File: src/rtl/mips32_pkg.sv
`default_nettype none
// ============================================================================
// Module   : mips32_pkg
// Brief    : Opcode constants, instruction classes and small decode helpers
//            shared by the MIPS32 core and its instruction fetch front end.
// Revision : 1.0 - initial release
// ============================================================================
package mips32_pkg;

  localparam int IMEM_ADDR_W = 10;

  localparam logic [5:0] OP_ADD   = 6'b000000;
  localparam logic [5:0] OP_SUB   = 6'b000001;
  localparam logic [5:0] OP_AND   = 6'b000010;
  localparam logic [5:0] OP_OR    = 6'b000011;
  localparam logic [5:0] OP_SLT   = 6'b000100;
  localparam logic [5:0] OP_MUL   = 6'b000101;
  localparam logic [5:0] OP_LW    = 6'b001000;
  localparam logic [5:0] OP_SW    = 6'b001001;
  localparam logic [5:0] OP_ADDI  = 6'b001010;
  localparam logic [5:0] OP_SUBI  = 6'b001011;
  localparam logic [5:0] OP_SLTI  = 6'b001100;
  localparam logic [5:0] OP_BNEQZ = 6'b001101;
  localparam logic [5:0] OP_BEQZ  = 6'b001110;
  localparam logic [5:0] OP_HLT   = 6'b111111;

  typedef enum logic [2:0] {
    INSTR_RR_ALU = 3'd0,
    INSTR_RM_ALU = 3'd1,
    INSTR_LOAD   = 3'd2,
    INSTR_STORE  = 3'd3,
    INSTR_BRANCH = 3'd4,
    INSTR_HALT   = 3'd5,
    INSTR_OTHER  = 3'd6
  } instr_type_e;

  // True when the instruction word is a halt.
  function automatic logic is_hlt(input logic [31:0] ir);
    return ir[31:26] == OP_HLT;
  endfunction

  // Coarse instruction class from the opcode field.
  function automatic instr_type_e decode_type(input logic [31:0] ir);
    case (ir[31:26])
      OP_ADD, OP_SUB, OP_AND, OP_OR, OP_SLT, OP_MUL: return INSTR_RR_ALU;
      OP_ADDI, OP_SUBI, OP_SLTI:                      return INSTR_RM_ALU;
      OP_LW:                                          return INSTR_LOAD;
      OP_SW:                                          return INSTR_STORE;
      OP_BNEQZ, OP_BEQZ:                              return INSTR_BRANCH;
      OP_HLT:                                         return INSTR_HALT;
      default:                                        return INSTR_OTHER;
    endcase
  endfunction

endpackage
`default_nettype wire

File: src/rtl/mips32_sync_fifo.sv
`default_nettype none
// ============================================================================
// Module   : mips32_sync_fifo
// Brief    : Single-clock FIFO with push/pop/flush and occupancy count.
//            DEPTH must be a power of two so pointers wrap naturally.
// Revision : 1.0 - initial release
// ============================================================================
module mips32_sync_fifo #(
  parameter int WIDTH = 42,
  parameter int DEPTH = 4
) (
  input  logic                         clk,
  input  logic                         rst_n,
  input  logic                         flush,
  input  logic                         push,
  input  logic [WIDTH-1:0]             push_data,
  input  logic                         pop,
  output logic [WIDTH-1:0]             pop_data,
  output logic                         full,
  output logic                         empty,
  output logic [$clog2(DEPTH+1)-1:0]   count
);

  localparam int PTR_W = $clog2(DEPTH);
  localparam int CNT_W = $clog2(DEPTH+1);

  logic [WIDTH-1:0] mem_q [DEPTH];
  logic [WIDTH-1:0] mem_d [DEPTH];
  logic [PTR_W-1:0] wr_ptr_q, wr_ptr_d;
  logic [PTR_W-1:0] rd_ptr_q, rd_ptr_d;
  logic [CNT_W-1:0] count_q, count_d;

  assign pop_data = mem_q[rd_ptr_q];
  assign count    = count_q;
  assign empty    = (count_q == '0);
  assign full     = (count_q == CNT_W'(DEPTH));

  // Next-state for storage, pointers and count; flush discards everything.
  always_comb begin
    mem_d    = mem_q;
    wr_ptr_d = wr_ptr_q;
    rd_ptr_d = rd_ptr_q;
    count_d  = count_q;
    if (flush) begin
      wr_ptr_d = '0;
      rd_ptr_d = '0;
      count_d  = '0;
    end else begin
      if (push) begin
        mem_d[wr_ptr_q] = push_data;
        wr_ptr_d        = wr_ptr_q + 1'b1;
      end
      if (pop) begin
        rd_ptr_d = rd_ptr_q + 1'b1;
      end
      case ({push, pop})
        2'b10:   count_d = count_q + 1'b1;
        2'b01:   count_d = count_q - 1'b1;
        default: count_d = count_q;
      endcase
    end
  end

  // State register with synchronous active-low reset.
  always_ff @(posedge clk) begin
    if (!rst_n) begin
      for (int i = 0; i < DEPTH; i++) begin
        mem_q[i] <= '0;
      end
      wr_ptr_q <= '0;
      rd_ptr_q <= '0;
      count_q  <= '0;
    end else begin
      mem_q    <= mem_d;
      wr_ptr_q <= wr_ptr_d;
      rd_ptr_q <= rd_ptr_d;
      count_q  <= count_d;
    end
  end

  a_no_overflow : assert property (@(posedge clk) disable iff (!rst_n)
    !(push && full && !pop && !flush));
  a_no_underflow : assert property (@(posedge clk) disable iff (!rst_n)
    !(pop && empty && !flush));

endmodule
`default_nettype wire

File: src/rtl/mips32_fetch_queue.sv
`default_nettype none
// ============================================================================
// Module   : mips32_fetch_queue
// Brief    : MIPS32 instruction fetch front end. Owns the PC, issues word
//            reads with credit-based flow control, queues {IR, NPC} for ID,
//            discards stale responses after a redirect or HLT.
// Revision : 1.0 - initial release
// ============================================================================
module mips32_fetch_queue
  import mips32_pkg::*;
#(
  parameter int                ADDR_W   = IMEM_ADDR_W,
  parameter int                DEPTH    = 4,
  parameter logic [ADDR_W-1:0] RESET_PC = '0
) (
  input  logic              clk1,
  input  logic              rst_n,
  output logic              imem_req,
  output logic [ADDR_W-1:0] imem_addr,
  input  logic              imem_gnt,
  input  logic              imem_rvalid,
  input  logic [31:0]       imem_rdata,
  input  logic              redirect_valid,
  input  logic [31:0]       redirect_pc,
  output logic              if_valid,
  input  logic              if_ready,
  output logic [31:0]       if_ir,
  output logic [31:0]       if_npc,
  output logic              fetch_stopped
);

  localparam int CNT_W = $clog2(DEPTH+1);
  localparam int QW    = 32 + ADDR_W;

  logic [ADDR_W-1:0] pc_q, pc_d;
  logic [CNT_W-1:0]  outstanding_q, outstanding_d;
  logic [CNT_W-1:0]  drop_q, drop_d;
  logic              fetch_stopped_q, fetch_stopped_d;

  logic [CNT_W-1:0]  occupancy;
  logic              q_full, q_empty;
  logic [QW-1:0]     q_head;
  logic              credit_ok, transfer, keep, q_pop;
  logic [ADDR_W-1:0] rsp_addr;
  logic              unused_bits;

  // Requests in flight plus queued words may never exceed the queue size,
  // so every response is guaranteed a slot.
  assign credit_ok = ({1'b0, occupancy} + {1'b0, outstanding_q}) < (CNT_W+1)'(DEPTH);
  assign imem_req  = rst_n & !fetch_stopped_q & !redirect_valid & credit_ok;
  assign imem_addr = pc_q;
  assign transfer  = imem_req & imem_gnt;

  // Once drop_q reaches zero every outstanding request belongs to the
  // current contiguous stream, so the oldest one sits at pc - outstanding.
  assign keep     = imem_rvalid & (drop_q == '0) & !redirect_valid;
  assign rsp_addr = pc_q - ADDR_W'(outstanding_q);
  assign q_pop    = if_valid & if_ready;

  assign if_valid      = !q_empty;
  assign if_ir         = q_empty ? 32'd0 : q_head[QW-1:ADDR_W];
  assign if_npc        = q_empty ? 32'd0 : {{(32-ADDR_W){1'b0}}, q_head[ADDR_W-1:0]};
  assign fetch_stopped = fetch_stopped_q;
  assign unused_bits   = ^redirect_pc[31:ADDR_W] ^ q_full;

  mips32_sync_fifo #(
    .WIDTH (QW),
    .DEPTH (DEPTH)
  ) u_queue (
    .clk       (clk1),
    .rst_n     (rst_n),
    .flush     (redirect_valid),
    .push      (keep),
    .push_data ({imem_rdata, rsp_addr + 1'b1}),
    .pop       (q_pop),
    .pop_data  (q_head),
    .full      (q_full),
    .empty     (q_empty),
    .count     (occupancy)
  );

  // PC, credit, drop and halt bookkeeping; redirect overrides everything.
  always_comb begin
    pc_d            = pc_q;
    outstanding_d   = outstanding_q;
    drop_d          = drop_q;
    fetch_stopped_d = fetch_stopped_q;
    if (transfer) begin
      pc_d = pc_q + 1'b1;
    end
    case ({transfer, imem_rvalid})
      2'b10:   outstanding_d = outstanding_q + 1'b1;
      2'b01:   outstanding_d = outstanding_q - 1'b1;
      default: outstanding_d = outstanding_q;
    endcase
    if (imem_rvalid && (drop_q != '0)) begin
      drop_d = drop_q - 1'b1;
    end
    if (keep && is_hlt(imem_rdata)) begin
      fetch_stopped_d = 1'b1;
      drop_d          = outstanding_d;
    end
    if (redirect_valid) begin
      pc_d            = redirect_pc[ADDR_W-1:0];
      fetch_stopped_d = 1'b0;
      drop_d          = outstanding_d;
    end
  end

  // Control state register with synchronous active-low reset.
  always_ff @(posedge clk1) begin
    if (!rst_n) begin
      pc_q            <= RESET_PC;
      outstanding_q   <= '0;
      drop_q          <= '0;
      fetch_stopped_q <= 1'b0;
    end else begin
      pc_q            <= pc_d;
      outstanding_q   <= outstanding_d;
      drop_q          <= drop_d;
      fetch_stopped_q <= fetch_stopped_d;
    end
  end

  a_outstanding_cap : assert property (@(posedge clk1) disable iff (!rst_n)
    outstanding_q <= CNT_W'(DEPTH));
  a_no_orphan_rsp : assert property (@(posedge clk1) disable iff (!rst_n)
    !(imem_rvalid && (outstanding_q == '0)));

endmodule
`default_nettype wire

File: config.mk
export PLATFORM = sky130hd
export DESIGN_NAME = mips32_fetch_queue
export DESIGN_NICKNAME = d
export VERILOG_FILES = /design/src/rtl/mips32_pkg.sv /design/src/rtl/mips32_sync_fifo.sv /design/src/rtl/mips32_fetch_queue.sv
export SDC_FILE = /design/constraint.sdc
export NUM_CORES = 1
export LEC_CHECK = 0
export ABC_AREA = 1
export BUFFER_PORTS_ARGS = -buffer_cell sky130_fd_sc_hd__buf_2
export CORE_AREA = 8 8 160 117
export DETAILED_ROUTE_END_ITERATION = 6
export DIE_AREA = 0 0 168 125
export MAX_ROUTING_LAYER = met4
export PLACE_DENSITY = 0.82
export SLEW_MARGIN = 20
export SYNTH_ARGS = -nofsm -noshare
export SYNTH_HDL_FRONTEND = slang
export SYNTH_SLANG_ARGS = --single-unit
File: constraint.sdc
create_clock -name clk1 -period 3.4 [get_ports clk1]
set_input_delay 0.17 -clock clk1 [delete_from_list [all_inputs] [get_ports clk1]]
set_output_delay 0.17 -clock clk1 [all_outputs]
set_load 0.02 [all_outputs]
==> results of run 1 <==
-- through the flow --
| step | instances | util, % | area (um2) | hold WS [ns] | power (mW) |
|---|---|---|---|---|---|
| final | 1605 | 63.5 | 10500 | 0.00938 | 5.23 |
| after global routing | 1605 | 63.5 | 10500 | 0.00902 | 5.41 |
| after CTS | 1604 | 63.5 | 10500 | 0.000517 | 5.23 |
| after detailed placement | 1570 | 59.5 | 9800 | 0.444 | 3.06 |
| after global placement | 1570 | 59.5 | 9800 | 0.439 | 3.04 |
| after floorplan | 1360 | - | 9590 | 0.313 | 2.91 |
-- worst min-delay path, cell delays in order --
cell and delay [ns]:
buf_2 0.12, nand2_1 0.06, a21oi_1 0.05
-- state kept, by name, indices dropped and copies added, names as in the netlist --
| register | flops |
|---|---|
| drop_q | 3 |
| fetch_stopped | 1 |
| imem_addr | 10 |
| outstanding_q | 3 |
| u_queue.count | 3 |
| u_queue.mem_q | 168 |
| u_queue.rd_ptr_q | 2 |
| u_queue.wr_ptr_q | 2 |
-- worst paths after layout --
kind	end	slack [ns]	cells past startpoint
worst min-delay path	u_queue.mem_q[25]$_SDFFE_PN0P_	0.009	3
worst min register to register	u_queue.mem_q[85]$_SDFFE_PN0P_	0.45	2
worst max-delay path	if_ir[30]	0.67	6
worst max register to register	drop_q[1]$_SDFFE_PN0P_	0.80	15
-- cell families (layout without fill, tap and decap cells) --
family,count (synthesis),in the layout
other cells,1,23
simple gates,343,343
flops,192,192
buf+inv,275,309
compound gates,489,489
fa+ha+maj,30,30
xor+xnor,9,9
-- cells in the final DEF, fill, tap and decap left out, drive strengths merged, types with 4 or more instances in the layout --
cell type	instances
a21oi	302
nand2	241
dfxtp	192
o21ai	179
inv	164
buf	111
nand3	51
nor2	44
ha	27
conb	22
clkbuf	21
o21a	8
xnor2	5
nand4	5
xor2	4
bufinv	4
clkinv	4
-- routing by layer --
layer | vias up | global-route usage [%] | share of wire, %
met5 | - | - | 0
met1 | 3946 | 32.0 | 48
li1 | 4409 | - | -
met2 | 341 | 35.1 | 44
met4 | 0 | 6.23 | 1.0
met3 | 25 | 4.46 | 7.0
-- power groups by stage --
stage | registers, mW | clock network [mW] | logic, mW
after floorplan | 2.41 | 0 | 0.494
after detailed placement | 2.42 | 0 | 0.644
after global routing | 2.37 | 2.29 | 0.747
after global placement | 2.41 | 0 | 0.628
final | 2.37 | 2.19 | 0.666
after CTS | 2.36 | 2.21 | 0.654
-- cell type report --
cell class | instances | area, um2
Clock inverter | 11 | 176
Inverter | 164 | 623
Antenna cell | 1 | 2.50
Timing Repair Buffer | 113 | 611
Tap cell | 210 | 263
Fill cell | 1468 | 6010
Multi-Input combinational cell | 893 | 4480
Clock buffer | 21 | 460
Sequential cell | 192 | 3840
-- timing repair --
action,4_1_cts,5_1_grt
hold buffers,2,0
endpoints found under the hold margin,2,0
buffers inserted,0,0
==> summary.md, run 1 <==
| Metric | Value |
|---|---|
| Status | finished, final reports clean |
| Clk_lat worst skew | 0.44 ns |
| Most common cell in the synthesized netlist | a21oi_1 |
| GRT Overall Usage | 23.5% |
| Net Sw Frac | 27.2% |
| Starting Density | 57.8% |
| P_leak | 4.22 nW |
| Routed WL | 24.4 mm |
| First-pass GRT wire length | about 40 mm |
| RSZ-0062 raised after global routing | false |
| Rows | 40 |
| Endpoints failing setup | 0 |
| CP Cell Sequence | clkinv_1 > buf_4 > a21oi_1 > o21ai_0 > a21oi_1 > buf_2 |
| Critical path's slowest cell | clkinv_1 |
| Critical path type | flip-flop to output pin |
| Final period util | 80.4% |
| Setup TNS | 0 ns |
| Post-synthesis simple-gate area fraction | 15.2% |
| IO buf count | 102 |
| Post-synthesis sequential area ratio | 40.4% |
| Post-synth EDFFs | 0 |
| Residual DRC | 0 |
| PwrDens | 500 nW/um2 |
| Per-cell routed wire length | between 15 and 20 um |
| Critical path buffers and inverters | 3 |
| Slowest stage delay, CP | 0.58 ns |
| Synth Cell Area | between 9000 and 10000 um2 |
| Antenna viol nets, final | 0 |
| Via density | 5.43 |
| Cell taking the most area after synthesis | dfxtp_1 |
| Synth warn | 0 |
| Syn Inst Count | roughly 1300 |
| Worst Setup End Kind | output pin |
| Worst path arrival time | 2.56 ns |
| Most frequent cells after synthesis | a21oi_1 (302), nand2_1 (235), dfxtp_1 (192) |
| Compound-cell area share of the yosys netlist | 25.9% |
| Main combinational cell family by area after synthesis | compound AO/OA/AOI/OAI gates |
| Slew Viols, Final | 0 |
| P_sw | 1.42 mW |
| I/O pins | 147 |
| Sequential Power Share | between 40% and 50% |
| Pre-antenna DRT Iters | 5 |
| Adder-Cell Fraction of Synth Area | 4.18% |
| Int Pwr | 3.81 mW |
| Final hold violation count | 0 |
| Final min period | 2.73 ns |
| VDD IR-drop max | roughly 300 uV |
| CTS resizes | 0 |
| Rel. slew slack | 35.1% |
| H-tree lvl count | 4 |
| Layout area overhead | 9.93% |
| Inserted Clock Buffers | 17 |
| DP Wirelength | 14.7 mm |
| Vias in the first global route | between 7000 and 8000 |
| Crit path max-delay family | buffers and inverters |
| GRT overflow | 0 |
| Layout cells sized above 1 | 11.5% |
| Synth unique cells | 33 |
| Required time worst endpoint | 3.23 ns |
| DIE AREA | 21000 um2 |
| FF-to-FF Start | u_queue.count[2]$_SDFFE_PP0P_ |
| Min-Delay Path Class | input pin to flip-flop |
| HP Start | imem_rdata[15] |
| Clock skew | 0.0156 ns |
| Die Width | 168 um |
| Post-placement setup slack | 0.884 ns |
| Worst-Margin Slew | 0.973 ns |
| CTS tree | yes |
| Comb power frac | between 10% and 20% |
| FF+latch count, synth | 192 |
| Die height | 125 um |
| Most used cell, CP | a21oi_1 |
| Iteration-0 DRC Markers | between 700 and 800 |
| Syn avg cell area | slightly above 7 um2 |
| Antenna violations before repair | 1 |
| Pin count of the biggest net entering global routing | 100 |
| Setup crit start kind | flip-flop |
| Clock share of power | 42.0% |
| Core footprint | 16500 um2 |
| Max-cap violations | 0 |
| DR vias | 8721 |
| Root Buffer | clkbuf_16 |
| Clock transition at path regs | 0.07 ns |
| Mux contribution to synthesized area | 0% |
| Top-area cell type share of the netlist area | 40.4% |
| Gp weighted congestion | 0.861 |
| CTS Buffer Depth | 2 |
| Critical Path Start | u_queue.rd_ptr_q[1]$_SDFFE_PP0P_ |
| Post-Synth XOR/XNOR Area | 0.829% |
| Final WS setup | 0.666 ns |
| Area contributors post-synth | dfxtp_1 (40%), a21oi_1 (16%), nand2_1 (9.3%) |
| Ys async rst share | 0% |
| Max FO, Critical Path | 24 |
| NumNets Final | 1481 |
| Top_reg_cell synth | dfxtp_1 |
| Clock Sink Count | 192 |
| Fmax | between 300 and 400 MHz |
Note: power is estimated with default switching activity, not from simulation.
==> run 2, diff against run 1 <==
Settings changed: CORE_AREA 8 8 160 117 to 8 8 164 120, DIE_AREA 0 0 168 125 to 0 0 172 128, PLACE_DENSITY 0.82 to 0.79.
Clock period 3.4 ns to 2.7 ns, I/O delays scaled along.
==> run 2 against run 1 <==
  * Design area is 3.4% higher
  * Clock skew fell by 0.0020 ns
  * Wire length up 2.3%
==> summary.md, run 2 (synthesized netlist as in run 1, its figures left out) <==
| Metric | Value |
|---|---|
| Status | finished, final reports clean |
| Int Pwr | roughly 4.4 mW |
| Clk_lat worst skew | 0.45 ns |
| Vias in the first global route | 8083 |
| Worst path arrival time | 2.28 ns |
| Final period util | 89.4% |
| Via density | 5.27 |
| Net Sw Frac | around 29% |
| Die Width | 172 um |
| DIE AREA | around 22000 um2 |
| Fill cells | 1607 |
| Setup crit start kind | flip-flop |
| Inserted Clock Buffers | 17 |
| Setup TNS | 0 ns |
| RSZ-0062 raised after global routing | false |
| Sequential Power Share | 47.4% |
| Fmax | 414 MHz |
| Max-cap violations | 0 |
| P_leak | about 4.4 nW |
| Residual DRC | 0 |
| CTS Buffer Depth | 2 |
| Worst-Margin Slew | 1.03 ns |
| Per-cell routed wire length | around 15 um |
| Root Buffer | clkbuf_16 |
| Most frequent cells in the layout | a21oi_1 (302), nand2_1 (235), dfxtp_1 (190) |
| Rows | 41 |
| Comb power frac | approximately 14% |
| Max FO, Critical Path | 14 |
| Most flops, register | u_queue.mem_q |
| CP Cell Sequence | clkinv_1 > buf_4 > a21oi_1 > o21ai_0 > a21oi_1 > buf_2 |
| Clock transition at path regs | 0.07 ns |
| Layout area overhead | 13.7% |
| Endpoints failing setup | 0 |
| GRT Overall Usage | between 20 and 25% |
| Critical path buffers and inverters | 3 |
| I/O pins | ~150 |
| Routed WL | 24.9 mm |
| Rel. slew slack | roughly 31% |
| Core footprint | 17300 um2 |
| PwrDens | 581 nW/um2 |
| GRT overflow | 0 |
| Commonest non-fill, non-tap cell in the layout | a21oi_1 |
| Slowest stage delay, CP | ~0.4 ns |
| CTS resizes | 0 |
| Area of the multi-input gates | 4480 um2 |
| NumNets Final | between 1500 and 2000 |
| FF+latch area | approximately 3800 um2 |
| Pin count of the biggest net entering global routing | 100 |
| CTS tree | yes |
| Most used cell, CP | a21oi_1 |
| Antenna viol nets, final | 0 |
| IO buf count | about 100 |
| Critical path type | flip-flop to output pin |
| Required time worst endpoint | 2.57 ns |
| Critical path's slowest cell | clkinv_1 |
| Worst Setup End Kind | output pin |
| Clock skew | 0.0136 ns |
| Crit path max-delay family | buffers and inverters |
| Gp weighted congestion | 0.905 |
| Hold WS | ~0.015 ns |
| Final hold violation count | 0 |
| Starting Density | 54.9% |
| Iteration-0 DRC Markers | about 900 |
| Final min period | about 2.4 ns |
| DR vias | ~8800 |
| VDD IR-drop max | 396 uV |
| Slew Viols, Final | 0 |
| Die height | approximately 130 um |
| P_sw | ~1.8 mW |
| Clock Sink Count | 192 |
| Pre-antenna DRT Iters | 5 |
| First-pass GRT wire length | 40.2 mm |
| Clock share of power | 38.7% |
| Layout cells sized above 1 | approximately an eighth |
| Max FFs per register | ~170 |
| Antenna violations before repair | 1 |
| H-tree lvl count | 4 |
| Min-Delay Path Class | input pin to flip-flop |
| DP Wirelength | 15.1 mm |
| Post-CTS Repair Setup Buffers | 0 |
## run 2: changes by cell type in the layout (fill, tap and decap cells not counted)
cell | before | now
buf_4 | 8 | 19
bufinv_16 | 4 | 0
clkbuf_1 | 2 | 0
clkbuf_8 | 2 | 1
clkinv_2 | 3 | 4
clkinv_4 | 0 | 1
clkinv_8 | 0 | 1
dfxtp_1 | 191 | 190
dfxtp_2 | 1 | 2
dlygate4sd3_1 | 2 | 34
inv_6 | 3 | 7
## run 2: what timing repair did
item,CTS,global route
hold endpoints to repair,67,0
hold buffers,34,0
endpoints found under the setup margin,0,0
## run 2: path summary, 6_finish.rpt
check             depth (start not counted)  slack (ns)                              to                        startpoint
hold / removal                            5        0.01       imem_addr[3]$_SDFFE_PN0P_                    redirect_pc[3]
setup reg to reg                         13        0.41   u_queue.mem_q[9]$_SDFFE_PN0P_         imem_addr[1]$_SDFFE_PN0P_
hold reg to reg                           2        0.46  u_queue.mem_q[94]$_SDFFE_PN0P_    u_queue.mem_q[94]$_SDFFE_PN0P_
setup / recovery                          6        0.29                        if_ir[1]  u_queue.rd_ptr_q[1]$_SDFFE_PP0P_
## run 2: per-stage QoR
step                total power, mW  area (um2)  utilization, %  setup WS (ns)  cells
floorplan                      3.66        9590               -          0.487   1360
global placement               3.85        9920            57.2          0.469   1607
detailed placement             3.86        9920            57.2          0.438   1607
CTS                            6.28       10800            62.4          0.291   1673
global route                   6.52       10800            62.4          0.141   1674
finish                         6.28       10800            62.4          0.287   1674
## run 2: tightest hold or removal path: cells and delay by family
family	cells	cell delay, ns
AO/OA/AOI/OAI	1	0.10
buffers and inverters	2	0.11
AND/OR/NAND/NOR	2	0.08
## run 2: area by class of cell
type / instances / area share, %
multi-input cells: 893 / 41.4
flip-flops and latches: 192 / 35.5
repair buffers: 156 / 9.37
inverters: 164 / 5.76
clock buffers: 18 / 4.06
well taps: 236 / 2.73
clock inverters: 14 / 1.12
diodes: 1 / 0.0231
## run 2: power groups by stage
stage / sequential [mW] / clock (mW) / combinational [mW]
5_1_grt: 2.99 / 2.55 / 0.979
3_5_place_dp: 3.04 / 0 / 0.821
3_3_place_gp: 3.04 / 0 / 0.807
2_1_floorplan: 3.04 / 0 / 0.622
6_report: 2.98 / 2.43 / 0.875
4_1_cts: 2.98 / 2.44 / 0.864
## run 2: routing by layer
layer / GRT usage, % / routed length, um / vias up / part of all wire, %
li1: - / - / 4506 / -
met1: 31.2 / 11600 / 3967 / 47
met2: 34.7 / 11000 / 321 / 44
met3: 4.58 / 1960 / 35 / 7.9
met4: 7.13 / 370 / 0 / 1.5
met5: - / 0 / - / 0
